===== src/rtl/buzz_pkg.sv =====
// Shared encodings for the buzzer scheduler: alarm sources, cadence states
// and the beep counter width.
package buzz_pkg;

  typedef enum logic [1:0] {
    SRC_NONE  = 2'd0,
    SRC_ALARM = 2'd1,
    SRC_TIMER = 2'd2,
    SRC_CHIME = 2'd3
  } src_e;

  typedef enum logic [1:0] {
    IDLE = 2'd0,
    BEEP = 2'd1,
    GAP  = 2'd2
  } state_e;

  localparam int BEEP_CNT_W = 8;

  // One-hot pending-vector bit for a source (bit 0 is never used).
  function automatic logic [3:0] src_mask(input src_e s);
    src_mask = 4'b0001 << s;
  endfunction

endpackage


===== src/rtl/buzz_if.sv =====
// Event/speaker bundle between the comparators, the scheduler and the tone generator.
interface buzz_if;
  logic       tick;
  logic       alarm_hit;
  logic       timer_hit;
  logic       chime_hit;
  logic       stop_btn;
  logic       snooze_btn;
  logic       tone_en;
  logic [1:0] tone_sel;
  logic       busy;
  logic       dismissed;

  modport master (
    output tick, alarm_hit, timer_hit, chime_hit, stop_btn, snooze_btn,
    input  tone_en, tone_sel, busy, dismissed
  );

  modport slave (
    input  tick, alarm_hit, timer_hit, chime_hit, stop_btn, snooze_btn,
    output tone_en, tone_sel, busy, dismissed
  );
endinterface


===== src/rtl/buzz_prio_enc.sv =====
// Fixed-priority pick (alarm > timer > chime) among eligible pending sources,
// plus a flag telling whether that pick outranks the source currently served.
module buzz_prio_enc
  import buzz_pkg::*;
(
  input  logic [3:1] pending,
  input  logic [3:1] elig,
  input  src_e       cur,
  output src_e       best,
  output logic       higher
);

  logic [3:1] req_s;
  assign req_s = pending & elig;

  // Lower encoding means higher priority.
  always_comb begin
    best   = SRC_NONE;
    higher = 1'b0;
    if (req_s[1]) begin
      best = SRC_ALARM;
    end else if (req_s[2]) begin
      best = SRC_TIMER;
    end else if (req_s[3]) begin
      best = SRC_CHIME;
    end else begin
      best = SRC_NONE;
    end
    if (best != SRC_NONE && (cur == SRC_NONE || best < cur)) begin
      higher = 1'b1;
    end else begin
      higher = 1'b0;
    end
  end

endmodule


===== src/rtl/buzzer_scheduler.sv =====
// Shares one piezo among alarm, timer and chime with a beep/gap cadence.
// Optional snooze for the alarm source is enabled with `define BUZZ_SNOOZE_EN.
module buzzer_scheduler
  import buzz_pkg::*;
#(
  parameter int TICK_W        = 16,
  parameter int BEEP_TICKS    = 50,
  parameter int GAP_TICKS     = 50,
  parameter int TIMEOUT_BEEPS = 60,
  parameter int CHIME_BEEPS   = 2,
  parameter int SNOOZE_TICKS  = 30000
) (
  input logic  clk,
  input logic  rst,
  buzz_if.slave bus
);

  if (BEEP_TICKS < 1 || BEEP_TICKS > (1 << TICK_W)) begin : g_bad_beep
    $error("BEEP_TICKS does not fit TICK_W");
  end
  if (GAP_TICKS < 1 || GAP_TICKS > (1 << TICK_W)) begin : g_bad_gap
    $error("GAP_TICKS does not fit TICK_W");
  end
  if (TIMEOUT_BEEPS < 1 || TIMEOUT_BEEPS > 255) begin : g_bad_timeout
    $error("TIMEOUT_BEEPS must be 1..255");
  end
  if (CHIME_BEEPS < 1 || CHIME_BEEPS > 255) begin : g_bad_chime
    $error("CHIME_BEEPS must be 1..255");
  end
  if (SNOOZE_TICKS < 1) begin : g_bad_snooze
    $error("SNOOZE_TICKS must be positive");
  end

  state_e                state_r;
  src_e                  cur_r;
  logic [3:0]            pending_r;
  logic [TICK_W-1:0]     tick_cnt_r;
  logic [BEEP_CNT_W-1:0] beep_cnt_r;
  logic                  dismissed_r;

  logic [3:0] hit_s;
  logic [3:0] pend_set_s;
  logic [3:1] elig_s;
  src_e       best_s;
  logic       higher_s;
  logic       done_s;
  logic       snooze_active_s;
  logic       snooze_req_s;

  assign hit_s      = {bus.chime_hit, bus.timer_hit, bus.alarm_hit, 1'b0};
  assign pend_set_s = pending_r | hit_s;
  assign elig_s     = {2'b11, ~snooze_active_s};

`ifdef BUZZ_SNOOZE_EN
  localparam int SNZ_W = $clog2(SNOOZE_TICKS + 1);
  logic [SNZ_W-1:0] snooze_cnt_r;

  assign snooze_active_s = (snooze_cnt_r != {SNZ_W{1'b0}});
  assign snooze_req_s    = bus.snooze_btn && (cur_r == SRC_ALARM) && (state_r != IDLE);

  // Snooze countdown: loaded by a snooze press, cleared by a dismiss while idle.
  always_ff @(posedge clk or posedge rst) begin
    if (rst) begin
      snooze_cnt_r <= {SNZ_W{1'b0}};
    end else if (state_r != IDLE && !bus.stop_btn && snooze_req_s) begin
      snooze_cnt_r <= SNZ_W'(SNOOZE_TICKS);
    end else if (state_r == IDLE && bus.stop_btn && snooze_active_s) begin
      snooze_cnt_r <= {SNZ_W{1'b0}};
    end else if (bus.tick && snooze_active_s) begin
      snooze_cnt_r <= snooze_cnt_r - SNZ_W'(1);
    end else begin
      snooze_cnt_r <= snooze_cnt_r;
    end
  end
`else
  logic unused_snooze_btn_s;
  assign unused_snooze_btn_s = bus.snooze_btn;
  assign snooze_active_s     = 1'b0;
  assign snooze_req_s        = 1'b0;
`endif

  buzz_prio_enc u_prio (
    .pending (pending_r[3:1]),
    .elig    (elig_s),
    .cur     (cur_r),
    .best    (best_s),
    .higher  (higher_s)
  );

  // Session end: chime stops after its short burst, alarm/timer after the timeout count.
  always_comb begin
    done_s = 1'b0;
    if (cur_r == SRC_CHIME) begin
      done_s = (beep_cnt_r == BEEP_CNT_W'(CHIME_BEEPS));
    end else begin
      done_s = (beep_cnt_r == BEEP_CNT_W'(TIMEOUT_BEEPS));
    end
  end

  // Cadence FSM with event latching; stop_btn outranks tick and same-cycle hits of cur.
  always_ff @(posedge clk or posedge rst) begin
    if (rst) begin
      state_r     <= IDLE;
      cur_r       <= SRC_NONE;
      pending_r   <= 4'b0000;
      tick_cnt_r  <= {TICK_W{1'b0}};
      beep_cnt_r  <= {BEEP_CNT_W{1'b0}};
      dismissed_r <= 1'b0;
    end else begin
      dismissed_r <= 1'b0;
      pending_r   <= pend_set_s;
      if (state_r == IDLE) begin
        if (bus.stop_btn && snooze_active_s) begin
          pending_r   <= pend_set_s & ~src_mask(SRC_ALARM);
          dismissed_r <= 1'b1;
        end else if (best_s != SRC_NONE) begin
          state_r    <= BEEP;
          cur_r      <= best_s;
          tick_cnt_r <= {TICK_W{1'b0}};
          beep_cnt_r <= {BEEP_CNT_W{1'b0}};
        end else begin
          cur_r <= SRC_NONE;
        end
      end else if (bus.stop_btn) begin
        pending_r   <= pend_set_s & ~src_mask(cur_r);
        state_r     <= IDLE;
        cur_r       <= SRC_NONE;
        dismissed_r <= 1'b1;
      end else if (snooze_req_s) begin
        state_r    <= IDLE;
        cur_r      <= SRC_NONE;
        tick_cnt_r <= {TICK_W{1'b0}};
        beep_cnt_r <= {BEEP_CNT_W{1'b0}};
      end else if (bus.tick) begin
        case (state_r)
          BEEP: begin
            if (tick_cnt_r == TICK_W'(BEEP_TICKS - 1)) begin
              state_r    <= GAP;
              tick_cnt_r <= {TICK_W{1'b0}};
              if (beep_cnt_r != {BEEP_CNT_W{1'b1}}) begin
                beep_cnt_r <= beep_cnt_r + BEEP_CNT_W'(1);
              end else begin
                beep_cnt_r <= beep_cnt_r;
              end
            end else begin
              tick_cnt_r <= tick_cnt_r + TICK_W'(1);
            end
          end
          GAP: begin
            if (tick_cnt_r == TICK_W'(GAP_TICKS - 1)) begin
              tick_cnt_r <= {TICK_W{1'b0}};
              if (done_s) begin
                pending_r <= pend_set_s & ~src_mask(cur_r);
                state_r   <= IDLE;
                cur_r     <= SRC_NONE;
              end else if (higher_s) begin
                state_r    <= BEEP;
                cur_r      <= best_s;
                beep_cnt_r <= {BEEP_CNT_W{1'b0}};
              end else begin
                state_r <= BEEP;
              end
            end else begin
              tick_cnt_r <= tick_cnt_r + TICK_W'(1);
            end
          end
          default: begin
            state_r <= IDLE;
            cur_r   <= SRC_NONE;
          end
        endcase
      end else begin
        state_r <= state_r;
      end
    end
  end

  assign bus.tone_en   = (state_r == BEEP);
  assign bus.tone_sel  = cur_r;
  assign bus.busy      = (state_r == BEEP) || (state_r == GAP);
  assign bus.dismissed = dismissed_r;

endmodule


===== src/flat_wrapper.sv =====
// flat-port wrapper written by rule: the top's interface ports become plain ports
module buzzer_scheduler_flat import buzz_pkg::*;
#(
  parameter int TICK_W        = 16,
  parameter int BEEP_TICKS    = 50,
  parameter int GAP_TICKS     = 50,
  parameter int TIMEOUT_BEEPS = 60,
  parameter int CHIME_BEEPS   = 2,
  parameter int SNOOZE_TICKS  = 30000
)
  (clk, rst, bus_tick, bus_alarm_hit, bus_timer_hit, bus_chime_hit, bus_stop_btn, bus_snooze_btn, bus_tone_en, bus_tone_sel, bus_busy, bus_dismissed);
  buzz_if bus_i ();
  input logic clk;
  input logic rst;
  input wire logic [$bits(bus_i.tick)-1:0] bus_tick;
  input wire logic [$bits(bus_i.alarm_hit)-1:0] bus_alarm_hit;
  input wire logic [$bits(bus_i.timer_hit)-1:0] bus_timer_hit;
  input wire logic [$bits(bus_i.chime_hit)-1:0] bus_chime_hit;
  input wire logic [$bits(bus_i.stop_btn)-1:0] bus_stop_btn;
  input wire logic [$bits(bus_i.snooze_btn)-1:0] bus_snooze_btn;
  output wire logic [$bits(bus_i.tone_en)-1:0] bus_tone_en;
  output wire logic [$bits(bus_i.tone_sel)-1:0] bus_tone_sel;
  output wire logic [$bits(bus_i.busy)-1:0] bus_busy;
  output wire logic [$bits(bus_i.dismissed)-1:0] bus_dismissed;
  assign bus_i.tick = bus_tick;
  assign bus_i.alarm_hit = bus_alarm_hit;
  assign bus_i.timer_hit = bus_timer_hit;
  assign bus_i.chime_hit = bus_chime_hit;
  assign bus_i.stop_btn = bus_stop_btn;
  assign bus_i.snooze_btn = bus_snooze_btn;
  assign bus_tone_en = bus_i.tone_en;
  assign bus_tone_sel = bus_i.tone_sel;
  assign bus_busy = bus_i.busy;
  assign bus_dismissed = bus_i.dismissed;
  buzzer_scheduler #(.TICK_W(TICK_W), .BEEP_TICKS(BEEP_TICKS), .GAP_TICKS(GAP_TICKS), .TIMEOUT_BEEPS(TIMEOUT_BEEPS), .CHIME_BEEPS(CHIME_BEEPS), .SNOOZE_TICKS(SNOOZE_TICKS)) u_core (.clk(clk), .rst(rst), .bus(bus_i));
endmodule

===== config.mk =====
export PLATFORM = sky130hd
export DESIGN_NAME = buzzer_scheduler_flat
export DESIGN_NICKNAME = d
export VERILOG_FILES = /design/src/rtl/buzz_pkg.sv /design/src/rtl/buzz_if.sv /design/src/rtl/buzz_prio_enc.sv /design/src/rtl/buzzer_scheduler.sv /design/src/flat_wrapper.sv
export SDC_FILE = /design/constraint.sdc
export NUM_CORES = 1
export LEC_CHECK = 0
export ABC_AREA = 1
export CAP_MARGIN = 20
export CORE_MARGIN = 3
export CORE_UTILIZATION = 38
export CTS_CLUSTER_SIZE = 16
export DETAILED_ROUTE_END_ITERATION = 7
export GPL_ROUTABILITY_DRIVEN = 0
export PLACE_DENSITY = 0.58
export SLEW_MARGIN = 20
export SYNTH_ARGS = -nofsm -noshare
export SYNTH_HDL_FRONTEND = slang
export SYNTH_SLANG_ARGS = --single-unit

===== constraint.sdc =====
create_clock -name clk -period 4 [get_ports clk]
set_input_delay 0.6 -clock clk [delete_from_list [all_inputs] [get_ports clk]]
set_output_delay 0.6 -clock clk [all_outputs]
set_load 0.03 [all_outputs]

Word level (Yosys, flattened, before mapping)
Cells that the tools add are included.
{"block": "totals", "reg_bits": 33, "in_bits": 8, "out_inout_bits": 5, "word_cells": 91}
{"block": "op_classes", "n_addsub": 2, "order_cmp": 1, "n_eq_ne": 18, "shifts": 1, "n_mux": 45, "bitwise": 3, "reduce_logical": 15}
{"op": "two-way mux 16 bit", "n": 6}
{"op": "two-way mux 8 bit", "n": 9}
{"op": "two-way mux 2 bit", "n": 16}
{"op": "two-way mux 4 bit", "n": 6}
{"op": "adder 16 x 1 -> 16 bit, second input constant", "n": 1}
{"op": "equality test 16 x 6 -> 1 bit, second input constant", "n": 1}
{"op": "one-hot mux 8 bit (2 select lines)", "n": 1}
{"op": "inequality test 3 x 1 -> 1 bit, second input constant", "n": 4}
{"op": "AND reduction 4 bit", "n": 3}
{"op": "AND reduction 9 bit", "n": 1}
{"op": "adder 8 x 1 -> 8 bit, second input constant", "n": 1}
{"op": "equality test 8 x 2 -> 1 bit, second input constant", "n": 1}
{"op": "equality test 8 x 6 -> 1 bit, second input constant", "n": 1}
{"op": "inequality test 4 x 2 -> 1 bit, second input constant", "n": 2}
{"op": "inequality test 8 bit, second input constant", "n": 1}
{"op": "one-hot mux 2 bit (2 select lines)", "n": 2}
{"op": "nonzero test 2 bit", "n": 3}
{"op": "nonzero test 3 bit", "n": 2}
{"op": "two-way mux 1 bit", "n": 5}
{"op": "inequality test 5 x 2 -> 1 bit, second input constant", "n": 1}
{"op": "bitwise AND 4 bit", "n": 1}
{"op": "equality test 2 bit, second input constant", "n": 2}
{"op": "logical NOT 2 bit", "n": 2}
{"op": "NOT 4 bit", "n": 1}
{"op": "other kinds (11)", "n": 12}

Longest topological paths before layout
Gate-level depths: netlist of run 1.
{"block": "logic_depth", "ltp_word": 14, "depth_mapped": 13, "ltp_nobuf": 13}

Modules after synthesis
From an unflattened synthesis of run 1, not the netlist that was laid out.
{"block": "hier_totals", "hier_cells": 331, "hier_area_um2": 2314.7}
{"module": "buzzer_scheduler", "instances": 1, "cells_per_inst": 315, "area_each_um2": 2218.4, "seq_area_each_um2": 800.8}
{"module": "buzz_prio_enc", "instances": 1, "cells_per_inst": 16, "area_each_um2": 96.3, "seq_area_each_um2": 0.0}

Least setup slack after synthesis of run 1
No wires, ideal clock.
{"block": "synth_path", "path_kind": "reg-to-reg", "start": "register u_core.state_r[0]", "end": "register u_core.tick_cnt_r[9]", "setup_time_ps": 127, "arrival_ps": 1638, "t_required_ps": 3873, "slack_ps": 2235, "stages_incl_launch_ff": 9, "n_path_buf": 1, "period_less_slack_ps": 1765, "path_cell_list": "dfrtp_1 -> inv_1 -> ha_1 -> a21oi_1 -> nor2_2 -> buf_6 -> nand3_1 -> o21ai_1 -> a21oi_1"}
{"block": "synth_between", "elab_chain_len": 4, "word_cells_on_any_way": 10, "cone_classes": "eq/ne: 4; mux: 1; reduce/logical: 5"}
{"item": "start: declaration", "line_no": "buzzer_scheduler.sv:34", "rtl": "state_e state_r;"}
{"item": "start signal: assignment", "line_no": "buzzer_scheduler.sv:173", "rtl": "state_r <= state_r;"}
{"item": "equality test 2 x 1 -> 1 bit / equality test 2 bit (equally long branches)", "line_no": "buzzer_scheduler.sv:135", "rtl": "case (state_r)"}
{"item": "OR reduction 2 bit (no source line)"}
{"item": "nonzero test 2 bit (no source line)"}
{"item": "AND reduction 4 bit (no source line)"}
{"item": "end signal: assignment", "line_no": "buzzer_scheduler.sv:132", "rtl": "tick_cnt_r <= {TICK_W{1'b0}};"}
{"item": "end signal: assignment", "line_no": "buzzer_scheduler.sv:139", "rtl": "tick_cnt_r <= {TICK_W{1'b0}};"}
{"item": "end signal: assignment", "line_no": "buzzer_scheduler.sv:146", "rtl": "tick_cnt_r <= tick_cnt_r + TICK_W'(1);"}
{"item": "end: declaration", "line_no": "buzzer_scheduler.sv:37", "rtl": "logic [TICK_W-1:0] tick_cnt_r;"}
Several ways; a longest one is shown, not always the timed one.
A chain may end at the register's enable or synchronous reset.

Worst setup path in the final report of run 1
{"block": "layout_path", "start": "register u_core.state_r[0]", "end": "output port bus_busy"}
{"block": "layout_between", "elab_chain_len": 2, "word_cells_on_any_way": 3, "cone_classes": "eq/ne: 2; reduce/logical: 1"}
{"item": "equality test 2 x 1 -> 1 bit / equality test 2 bit (equally long branches)", "line_no": "buzzer_scheduler.sv:180", "rtl": "assign bus.busy = (state_r == BEEP) || (state_r == GAP);"}
{"item": "logical OR 1 bit *", "line_no": "buzzer_scheduler.sv:180"}
{"item": "end: declaration", "line_no": "flat_wrapper.sv:23", "rtl": "output wire logic [$bits(bus_i.busy)-1:0] bus_busy;"}
Mark *: on every way between the ends. The rest lies on a longest branch, timed or not.

==> impl_metrics.yaml, run 1 <==
status:
  status: "finished, final reports clean"
yosys:
  synth.avg_cell_area_um2: 7.001
  synth.ff_latch_count: 32
  netlist.area_leader.share_pct: 36.43
  synth-warning-count: 0
  syn-instance-count: 314
  synth_area_leader_cell: "sky130_fd_sc_hd__dfrtp_1"
  yosysSeqAreaShare_pct: 36.43
  post_synth_instance_area_mm2: 0.002198
  synth.net_count: 331
  synth.top_cells.by_area: "sky130_fd_sc_hd__dfrtp_1 36%, sky130_fd_sc_hd__nand2_1 13%, sky130_fd_sc_hd__nor2_1 8.7%, sky130_fd_sc_hd__nand3_1 6.4%, sky130_fd_sc_hd__inv_1 5.6%"
  yosys.cell_types.count: 31
route:
  via_count: 1993
  number_of_nets_with_antenna_violations_after_routing: 0
  detailedRoute.firstIterationViolations: 100
  routed_via_density: 4.933
  drt_first_pass_iters: 4
  totalWireLength_mm: 4.737
  route.detailed.drc: 0
  drt-wirelength-per-cell_um: 11.73
timing:
  timing.setup.tns_ns: 0
  tightest_slew_ns: 0.4276
  final-hold-violation-count: 0
  final_min_period_over_clock_period_pct: 59.95
  clock_skew_ns: 0.009614
  max_freq_mhz: 417.1
  rsz0062_at_grt: "no"
  finalHoldWorstSlack_ns: 0.5306
  maxSlewHeadroom_pct: 71.49
  finalCriticalPeriod_ns: 2.398
  final-setup-viol-count: 0
  slew_viol_final: 0
floorplan:
  core_mm2: 0.005540
  horizontal_extent_of_the_die_um: 82.06
  ios: 13
  die-area_mm2: 0.006734
  fp-row-count: 27
  floorplan.die.height_um: 82.06
  initial_core_utilization_pct: 39.68
global_routing:
  grt_start_max_net_pins: 24
  vias_in_the_first_global_route: 1796
  grt_usage_pct: 16.26
  grt.overflow.total: 0
  antenna_found_initial: 0
  grt_pass1_wl_mm: 8.487
placement:
  hpwlAfterDp_mm: 3.638
  placed_area_mm2: 0.002390
  portBuffers: 11
  placedCellCount: 396
power_and_ir_drop:
  share_of_total_power_in_the_clock_network_pct: 18.0
  static_leakage_nw: 1.145
  vdd.ir_drop.worst_mv: 0.3070
  power_w: 0.001460
  p_int_w: 0.0007728
  power.sequential.fraction_pct: 30.2
  power_frac_comb_pct: 51.8
  p_sw_share_pct: 47.08
  netSwitchingPower_w: 0.0006874
  pwr_dens_mw_per_mm2: 588.8
setup_path:
  crit_path_top_delay_cell: "sky130_fd_sc_hd__clkdlybuf4s50_1"
  critPathMaxFanout: 4
  arrival_ns: 1.80
  worstPathRequired_ns: 3.40
  critical_path.endpoint_type: "output port"
  critPathBufInv: 2
  cpPeakStageDelay_ns: 0.68
  criticalPathCategory: "reg -> out"
  startpoint_type: "flip-flop"
  path_cells: "inv_1 -> ha_1 -> clkdlybuf4s50_1"
  cp_top_family: "buffers and inverters"
run:
  max_cap_viol_count: 0
finish:
  diodes: 0
  area_delta_synth_final_pct: 12.81
  finish.net_count: 348
  layoutNonFillerInstCount: 404
  post-route-cell-area_mm2: 0.002480
  final_layout_size_suffix_gt1_share_pct: 8.434
  commonest_non_fill_non_tap_cell_in_the_layout: "sky130_fd_sc_hd__nand2_1"
  mostFrequentLayoutCells: "79 x sky130_fd_sc_hd__nand2_1, 51 x sky130_fd_sc_hd__nor2_1, 33 x sky130_fd_sc_hd__inv_1, 32 x sky130_fd_sc_hd__dfrtp_1, 28 x sky130_fd_sc_hd__nand3_1"
clock_tree:
  post_cts_hold_buffer_count: 0
  tritoncts.num_buffers: 5
  numClockSinks: 32
  clk_transition_reported_paths_ns: 0.07
  clk-insertion-delay-late_ns: 0.29
  cts.repair_timing.setup_buffer_count: 0
  clockBufferDepth: 2
  cts_max_level: 2
  cts_root_buffer: "sky130_fd_sc_hd__clkbuf_8"
  post_cts_resized: 0
  cts_tree: "yes"
min_path:
  min-delay-path-class: "reg -> reg"
[synthesized netlist by cell type]
cell                       count
sky130_fd_sc_hd__buf_6         1
sky130_fd_sc_hd__nand3_2       2
sky130_fd_sc_hd__nand3b_1      4
sky130_fd_sc_hd__ha_1          9
sky130_fd_sc_hd__o21ai_1       1
sky130_fd_sc_hd__a31oi_1       1
sky130_fd_sc_hd__o22ai_1       2
sky130_fd_sc_hd__or2_2         1
sky130_fd_sc_hd__o21ai_0      11
sky130_fd_sc_hd__nor3_1        9
sky130_fd_sc_hd__buf_2         1
sky130_fd_sc_hd__nand2_1      79
sky130_fd_sc_hd__a21oi_1      18
sky130_fd_sc_hd__nor2_2        4
sky130_fd_sc_hd__nand2_4       4
sky130_fd_sc_hd__nand2_2       3
sky130_fd_sc_hd__o21bai_1      2
sky130_fd_sc_hd__inv_2         2
sky130_fd_sc_hd__nor3b_2       1
sky130_fd_sc_hd__buf_4         1
sky130_fd_sc_hd__a21oi_4       1
sky130_fd_sc_hd__dfrtp_1      32
sky130_fd_sc_hd__nand3_1      28
sky130_fd_sc_hd__xor2_1        5
sky130_fd_sc_hd__clkinv_2      1
sky130_fd_sc_hd__o211ai_1      1
sky130_fd_sc_hd__o21a_1        1
sky130_fd_sc_hd__nand4_1       4
sky130_fd_sc_hd__nor3_2        1
sky130_fd_sc_hd__inv_1        33
sky130_fd_sc_hd__nor2_1       51
[power groups by stage]
| stage | clock network (W) | logic (W) | registers (W) |
|---|---|---|---|
| finish | 0.000263 | 0.000756 | 0.000441 |
| global route | 0.000287 | 0.000861 | 0.000453 |
| CTS | 0.000271 | 0.000765 | 0.000442 |
| detailed placement | 0 | 0.000758 | 0.000447 |
| global placement | 0 | 0.000759 | 0.000448 |
| floorplan | 0 | 0.000577 | 0.000455 |
[per-layer routing]
layer | GRT usage (%) | share of wire (%) | vias up
met3 | 3.618 | 3.6 | 5
li1 | - | - | 1048
met1 | 23.70 | 53 | 914
met5 | 0 | 0 | -
met4 | 5.482 | 1.2 | 0
met2 | 23.51 | 42 | 26
[sequential cells by signal, summed over array words and instances, names as in the netlist]
signal / count
u_core.beep_cnt_r: 8
u_core.bus.dismissed: 1
u_core.bus.tone_sel: 2
u_core.pending_r: 3
u_core.state_r: 2
u_core.tick_cnt_r: 16
[final cells by class]
type / count / area (µm²)
well taps: 72 / 90.09
clock buffers: 8 / 90.09
repair buffers: 13 / 125.1
multi-input cells: 243 / 1237
flip-flops and latches: 32 / 800.8
inverters: 36 / 136.4
fillers: 592 / 3060
[final timing paths]
kind | startpoint | to | slack [ns] | cells after the start
setup / recovery | u_core.state_r[0] | bus_busy | 1.60 | 3
hold / removal | u_core.beep_cnt_r[3] | u_core.beep_cnt_r[3] | 0.53 | 2
setup reg to reg | u_core.state_r[0] | u_core.tick_cnt_r[4] | 1.69 | 12
hold reg to reg | u_core.beep_cnt_r[3] | u_core.beep_cnt_r[3] | 0.53 | 2
max in group asynchronous | rst | u_core.tick_cnt_r[1] | 2.75 | 3
min in group asynchronous | rst | u_core.beep_cnt_r[5] | 0.60 | 2
[cells by family (layout without fill, tap and decap cells)]
group | Yosys count | count (layout) | synth area share [%]
xor gates and xnor gates | 5 | 5 | 1.992
and+or+nand+nor | 191 | 191 | 39.38
AOI/OAI and AO/OA | 38 | 38 | 9.790
buffers and inverters | 39 | 57 | 7.285
adders and majority gates | 9 | 9 | 5.122
DFF | 32 | 32 | 36.43
[worst reg2reg max path: cells and delay by family (launching register included)]
kind | cells | cell delay, ns
fa+ha+maj | 1 | 0.43
simple gates | 7 | 0.70
buf+inv | 4 | 0.65
flops | 1 | 0.42
[metrics by stage]
| stage | setup slack, ns | util, % |
|---|---|---|
| global route | 1.401 | 44.76 |
| detailed placement | 1.721 | 43.13 |
| floorplan | 2.235 | - |
| global placement | 1.711 | 43.13 |
| CTS | 1.589 | 44.76 |
| finish | 1.602 | 44.76 |
No activity file was read; power rests on OpenSTA's default activity.
==> run 2, diff against run 1 <==
clock period = 2.4 ns   (was 4 ns; I/O delays follow)
==> run 2 against run 1 <==
  * Critical path depth stayed put
  * Register-to-register slack got worse by 1.3 ns
  * First-iteration DRC count is the same
  * Flip-flop and latch count stayed put
  * Global-route usage is 0.55 points lower
  * Clock skew decreased by 0.0050 ns
  * Cell area increased by 1.2%
  * Cell count rose by 0.99%
  * Via count increased by 1.7%
  * Worst setup slack worse by 1.3 ns
==> impl_metrics.yaml, run 2 (synthesis gave the netlist of run 1 again) <==
status:
  status: "finished, final reports clean"
timing:
  maxSlewHeadroom_pct: 68.80
  rsz0062_at_grt: "no"
  slew_viol_final: 0
  postLayoutSetupSlackWorst_ns: 0.2566
  final-setup-viol-count: 0
  finalCriticalPeriod_ns: 2.143
  final-hold-violation-count: 0
  tightest_slew_ns: 0.4662
  timing.setup.tns_ns: 0
  clock_skew_ns: 0.004584
  max_freq_mhz: 466.5
  final_min_period_over_clock_period_pct: 89.31
floorplan:
  horizontal_extent_of_the_die_um: 82.06
  initial_core_utilization_pct: 39.68
  ios: 13
  floorplan.die.height_um: 82.06
  core_mm2: 0.005540
  fp-row-count: 27
  die-area_mm2: 0.006734
route:
  detailedRoute.firstIterationViolations: 100
  drt_first_pass_iters: 4
  drt-wirelength-per-cell_um: 11.59
  top_metal_used: "met4"
  number_of_nets_with_antenna_violations_after_routing: 0
  route.met2.wl_mm: 2.093
  wirelength_met1_mm: 2.423
  routed_via_density: 4.966
  wl_met3_um: 148
  totalWireLength_mm: 4.728
  route.detailed.drc: 0
  via_count: 2026
power_and_ir_drop:
  vdd.ir_drop.worst_mv: 0.4829
  static_leakage_nw: 1.163
  pwr_dens_mw_per_mm2: 990.8
clock_tree:
  post_cts_resized: 0
  cts_max_level: 2
  numClockSinks: 32
  tritoncts.num_buffers: 5
  clockBufferDepth: 2
  clk_transition_reported_paths_ns: 0.06
  cts_root_buffer: "sky130_fd_sc_hd__clkbuf_8"
  post_cts_hold_buffer_count: 0
  cts_tree: "yes"
  cts.repair_timing.setup_buffer_count: 0
  clk-insertion-delay-late_ns: 0.28
placement:
  hpwlAfterDp_mm: 3.708
  dpl_worst_slack_ns: 0.3349
  portBuffers: 11
  placedCellCount: 400
finish:
  area_delta_synth_final_pct: 14.17
  diodes: 0
  mostFrequentLayoutCells: "79 x sky130_fd_sc_hd__nand2_1, 51 x sky130_fd_sc_hd__nor2_1, 33 x sky130_fd_sc_hd__inv_1, 32 x sky130_fd_sc_hd__dfrtp_1, 28 x sky130_fd_sc_hd__nand3_1"
  leading_registers_by_flop_count: "u_core.tick_cnt_r: 16 flops, u_core.beep_cnt_r: 8 flops, u_core.pending_r: 3 flops"
  largest_reg_flops: 16
  final_layout_size_suffix_gt1_share_pct: 9.524
  finish.net_count: 352
  commonest_non_fill_non_tap_cell_in_the_layout: "sky130_fd_sc_hd__nand2_1"
  max_flop_register: "u_core.tick_cnt_r"
  layoutNonFillerInstCount: 408
min_path:
  min-delay-path-class: "in -> async"
setup_path:
  critical_path.endpoint_type: "output port"
  arrival_ns: 1.78
  worstPathRequired_ns: 2.04
  criticalPathCategory: "reg -> out"
  critPathMaxFanout: 4
  startpoint_type: "flip-flop"
global_routing:
  antenna_found_initial: 0
  grt_pass1_wl_mm: 8.142
  grt.overflow.total: 0
  grt_start_max_net_pins: 22
  vias_in_the_first_global_route: 1758
  grt_usage_pct: 15.70
run:
  max_cap_viol_count: 0
-- run 2: final timing paths --
check	cells after the start	startpoint	endpoint	slack, ns
max	3	u_core.state_r[0]	bus_busy	0.26
min	3	rst	u_core.beep_cnt_r[6]	0.38
max reg2reg	10	u_core.state_r[1]	u_core.tick_cnt_r[14]	0.37
min reg2reg	2	u_core.beep_cnt_r[4]	u_core.beep_cnt_r[4]	0.53
max in group asynchronous	3	rst	u_core.state_r[1]	1.75
min in group clk	2	u_core.beep_cnt_r[4]	u_core.beep_cnt_r[4]	0.53
-- run 2: area by class of cell --
type	instances	area, µm²
clock buffers	8	90.09
fillers	574	3030
inverters	36	136.4
multi-input cells	243	1237
flip-flops and latches	32	800.8
well taps	72	90.09
repair buffers	17	155.1
-- run 2: routing by layer --
layer | vias to the layer above | global-route usage (%)
met2 | 28 | 23.91
met3 | 7 | 3.618
li1 | 1055 | -
met5 | - | 0
met4 | 0 | 4.485
met1 | 936 | 22.10
-- run 2: stage by stage --
| stage | total power (W) | hold WS, ns | utilization [%] | area (µm²) |
|---|---|---|---|---|
| 2_1_floorplan | 0.001721 | 0.4762 | - | 2198 |
| 3_3_place_gp | 0.002060 | 0.5039 | 43.68 | 2420 |
| 3_5_place_dp | 0.002067 | 0.5076 | 43.68 | 2420 |
| 4_1_cts | 0.002508 | 0.3834 | 45.30 | 2510 |
| 5_1_grt | 0.002719 | 0.4075 | 45.30 | 2510 |
| 6_report | 0.002487 | 0.3809 | 45.30 | 2510 |
-- run 2: power breakdown --
part	total (W)	leakage, nW	switching (W)	internal (W)
sequential	0.000735	0.423	0.000108	0.000627
clock	0.000428	0.0455	0.000194	0.000234
combinational	0.00132	0.695	0.000858	0.000466
total	0.00249	1.16	0.00116	0.00133
-- run 2: critical path, cell delays in order (launching register included) --
cell,delay [ns]
sky130_fd_sc_hd__dfrtp_1,0.40
sky130_fd_sc_hd__inv_1,0.09
sky130_fd_sc_hd__ha_1,0.34
sky130_fd_sc_hd__clkdlybuf4s50_1,0.68
==> run 3, diff against run 2 <==
SETUP_SLACK_MARGIN = 0.1   (was default)
TNS_END_PERCENT = 1   (was default)
clock period = 2.5 ns   (was 2.4 ns; I/O delays follow)
==> run 3 against run 2 <==
  * Power down 3.9%
  * Critical path depth unchanged
  * Clock power down 3%
  * Cell count down 0.25%
  * Critical path type unchanged
  * Via count down 1.7%
  * Sequential share of layout area up 0.096 points
  * Global-route usage about the same
  * Largest power group unchanged
  * Combinational power down 4%
  * First-iteration DRC count up 43%
  * Worst setup slack better by 0.082 ns
==> impl_metrics.yaml, run 3 (synthesis gave the netlist of run 1 again) <==
timing:
  tightest_slew_ns: 0.4546
  max_freq_mhz: 462.7
  final_min_period_over_clock_period_pct: 86.45
  clock_skew_ns: 0.007170
  slew_viol_final: 0
  timing.setup.tns_ns: 0
  final-setup-viol-count: 0
  maxSlewHeadroom_pct: 69.58
  rsz0062_at_grt: "no"
  finalCriticalPeriod_ns: 2.161
  final-hold-violation-count: 0
route:
  drt-wirelength-per-cell_um: 11.69
  routed_via_density: 4.892
  via_count: 1991
  detailedRoute.firstIterationViolations: 143
  number_of_nets_with_antenna_violations_after_routing: 0
  drt_first_pass_iters: 4
  totalWireLength_mm: 4.758
  route.detailed.drc: 0
clock_tree:
  tritoncts.num_buffers: 5
  clk-insertion-delay-late_ns: 0.28
  post_cts_resized: 0
  clk_transition_reported_paths_ns: 0.07
  cts_root_buffer: "sky130_fd_sc_hd__clkbuf_8"
  numClockSinks: 32
  cts_max_level: 2
  clockBufferDepth: 2
  cts.repair_timing.setup_buffer_count: 0
  cts_tree: "yes"
  post_cts_hold_buffer_count: 0
run:
  max_cap_viol_count: 0
global_routing:
  grt_pass1_wl_mm: 8.162
  grt_usage_pct: 15.70
  vias_in_the_first_global_route: 1800
  grt_start_max_net_pins: 33
  antenna_found_initial: 0
  grt.overflow.total: 0
floorplan:
  core_mm2: 0.005540
  ios: 13
  fp-row-count: 27
  initial_core_utilization_pct: 39.68
  horizontal_extent_of_the_die_um: 82.06
  die-area_mm2: 0.006734
  floorplan.die.height_um: 82.06
finish:
  mostFrequentLayoutCells: "79 x sky130_fd_sc_hd__nand2_1, 51 x sky130_fd_sc_hd__nor2_1, 33 x sky130_fd_sc_hd__inv_1, 32 x sky130_fd_sc_hd__dfrtp_1, 28 x sky130_fd_sc_hd__nand3_1"
  multiInputGateArea_mm2: 0.001237
  post-route-cell-area_mm2: 0.002502
  final-seq-area_um2: 800.8
  max_flop_register: "u_core.tick_cnt_r"
  final_layout_size_suffix_gt1_share_pct: 9.254
  finish.net_count: 351
  fill_cells: 582
  largest_reg_flops: 16
  area_delta_synth_final_pct: 13.83
  layoutNonFillerInstCount: 407
  leading_registers_by_flop_count: "u_core.tick_cnt_r: 16 flops, u_core.beep_cnt_r: 8 flops, u_core.pending_r: 3 flops"
  post_layout_util_pct: 45.17
  diodes: 0
  commonest_non_fill_non_tap_cell_in_the_layout: "sky130_fd_sc_hd__nand2_1"
power_and_ir_drop:
  vdd.ir_drop.worst_mv: 0.4521
  share_of_total_power_in_the_clock_network_pct: 17.4
  pwr_dens_mw_per_mm2: 955.2
  power_frac_comb_pct: 53.1
  p_int_w: 0.001275
  power.sequential.fraction_pct: 29.5
  netSwitchingPower_w: 0.001115
  p_sw_share_pct: 46.67
  static_leakage_nw: 1.159
placement:
  hpwlAfterDp_mm: 3.626
  placedCellCount: 399
  portBuffers: 11
  placed_area_mm2: 0.002412
status:
  status: "finished, final reports clean"
setup_path:
  criticalPathCategory: "reg -> out"
  startpoint_type: "flip-flop"
  worstPathRequired_ns: 2.12
  critical_path.endpoint_type: "output port"
  critPathMaxFanout: 4
  arrival_ns: 1.79
min_path:
  min-delay-path-class: "in -> async"
[run 3: cell types whose count changed in the layout (fill, tap and decap cells not counted)]
cell                    change
sky130_fd_sc_hd__buf_4      -1
[run 3: final timing paths]
path / to / from / cells past startpoint / slack (ns)
setup / recovery: bus_busy / u_core.state_r[0] / 3 / 0.34
setup reg to reg: u_core.tick_cnt_r[12] / u_core.state_r[0] / 10 / 0.36
max in group asynchronous: u_core.state_r[1] / rst / 3 / 1.72
min in group clk: u_core.beep_cnt_r[3] / u_core.beep_cnt_r[3] / 2 / 0.52
hold / removal: u_core.tick_cnt_r[15] / rst / 3 / 0.48
hold reg to reg: u_core.beep_cnt_r[3] / u_core.beep_cnt_r[3] / 2 / 0.52
[run 3: worst max-delay path: stages (launching register included)]
cell	delay [ns]
sky130_fd_sc_hd__dfrtp_1	0.40
sky130_fd_sc_hd__inv_1	0.09
sky130_fd_sc_hd__ha_1	0.33
sky130_fd_sc_hd__clkdlybuf4s50_1	0.68
[run 3: metrics by stage]
step,setup slack (ns),power [W],hold slack [ns]
6_report,0.3388,0.002390,0.4773
3_5_place_dp,0.3758,0.001981,0.5182
3_3_place_gp,0.3978,0.001975,0.5046
4_1_cts,0.3276,0.002411,0.4843
2_1_floorplan,0.7352,0.001652,0.4847
5_1_grt,0.1576,0.002586,0.5028
[run 3: cell type report]
type	count	area share, %
repair buffers	16	5.900
well taps	72	3.600
flip-flops and latches	32	32.00
inverters	36	5.450
clock buffers	8	3.600
multi-input cells	243	49.45
[run 3: power groups by stage]
stage               sequential [W]  combinational (W)  clock [W]
finish                    0.000705            0.00127   0.000417
global route              0.000722            0.00141   0.000450
CTS                       0.000706            0.00127   0.000431
detailed placement        0.000715            0.00127          0
global placement          0.000715            0.00126          0
floorplan                 0.000729           0.000923          0
[run 3: routing by layer]
metal	share of wire, %	wire length [µm]	GRT usage [%]	vias to the layer above
met5	0	0	0	-
met4	1.3	63	5.980	0
met3	3.3	159	2.632	5
met2	43	2050	23.91	30
met1	52	2483	22.15	909
li1	-	-	-	1047
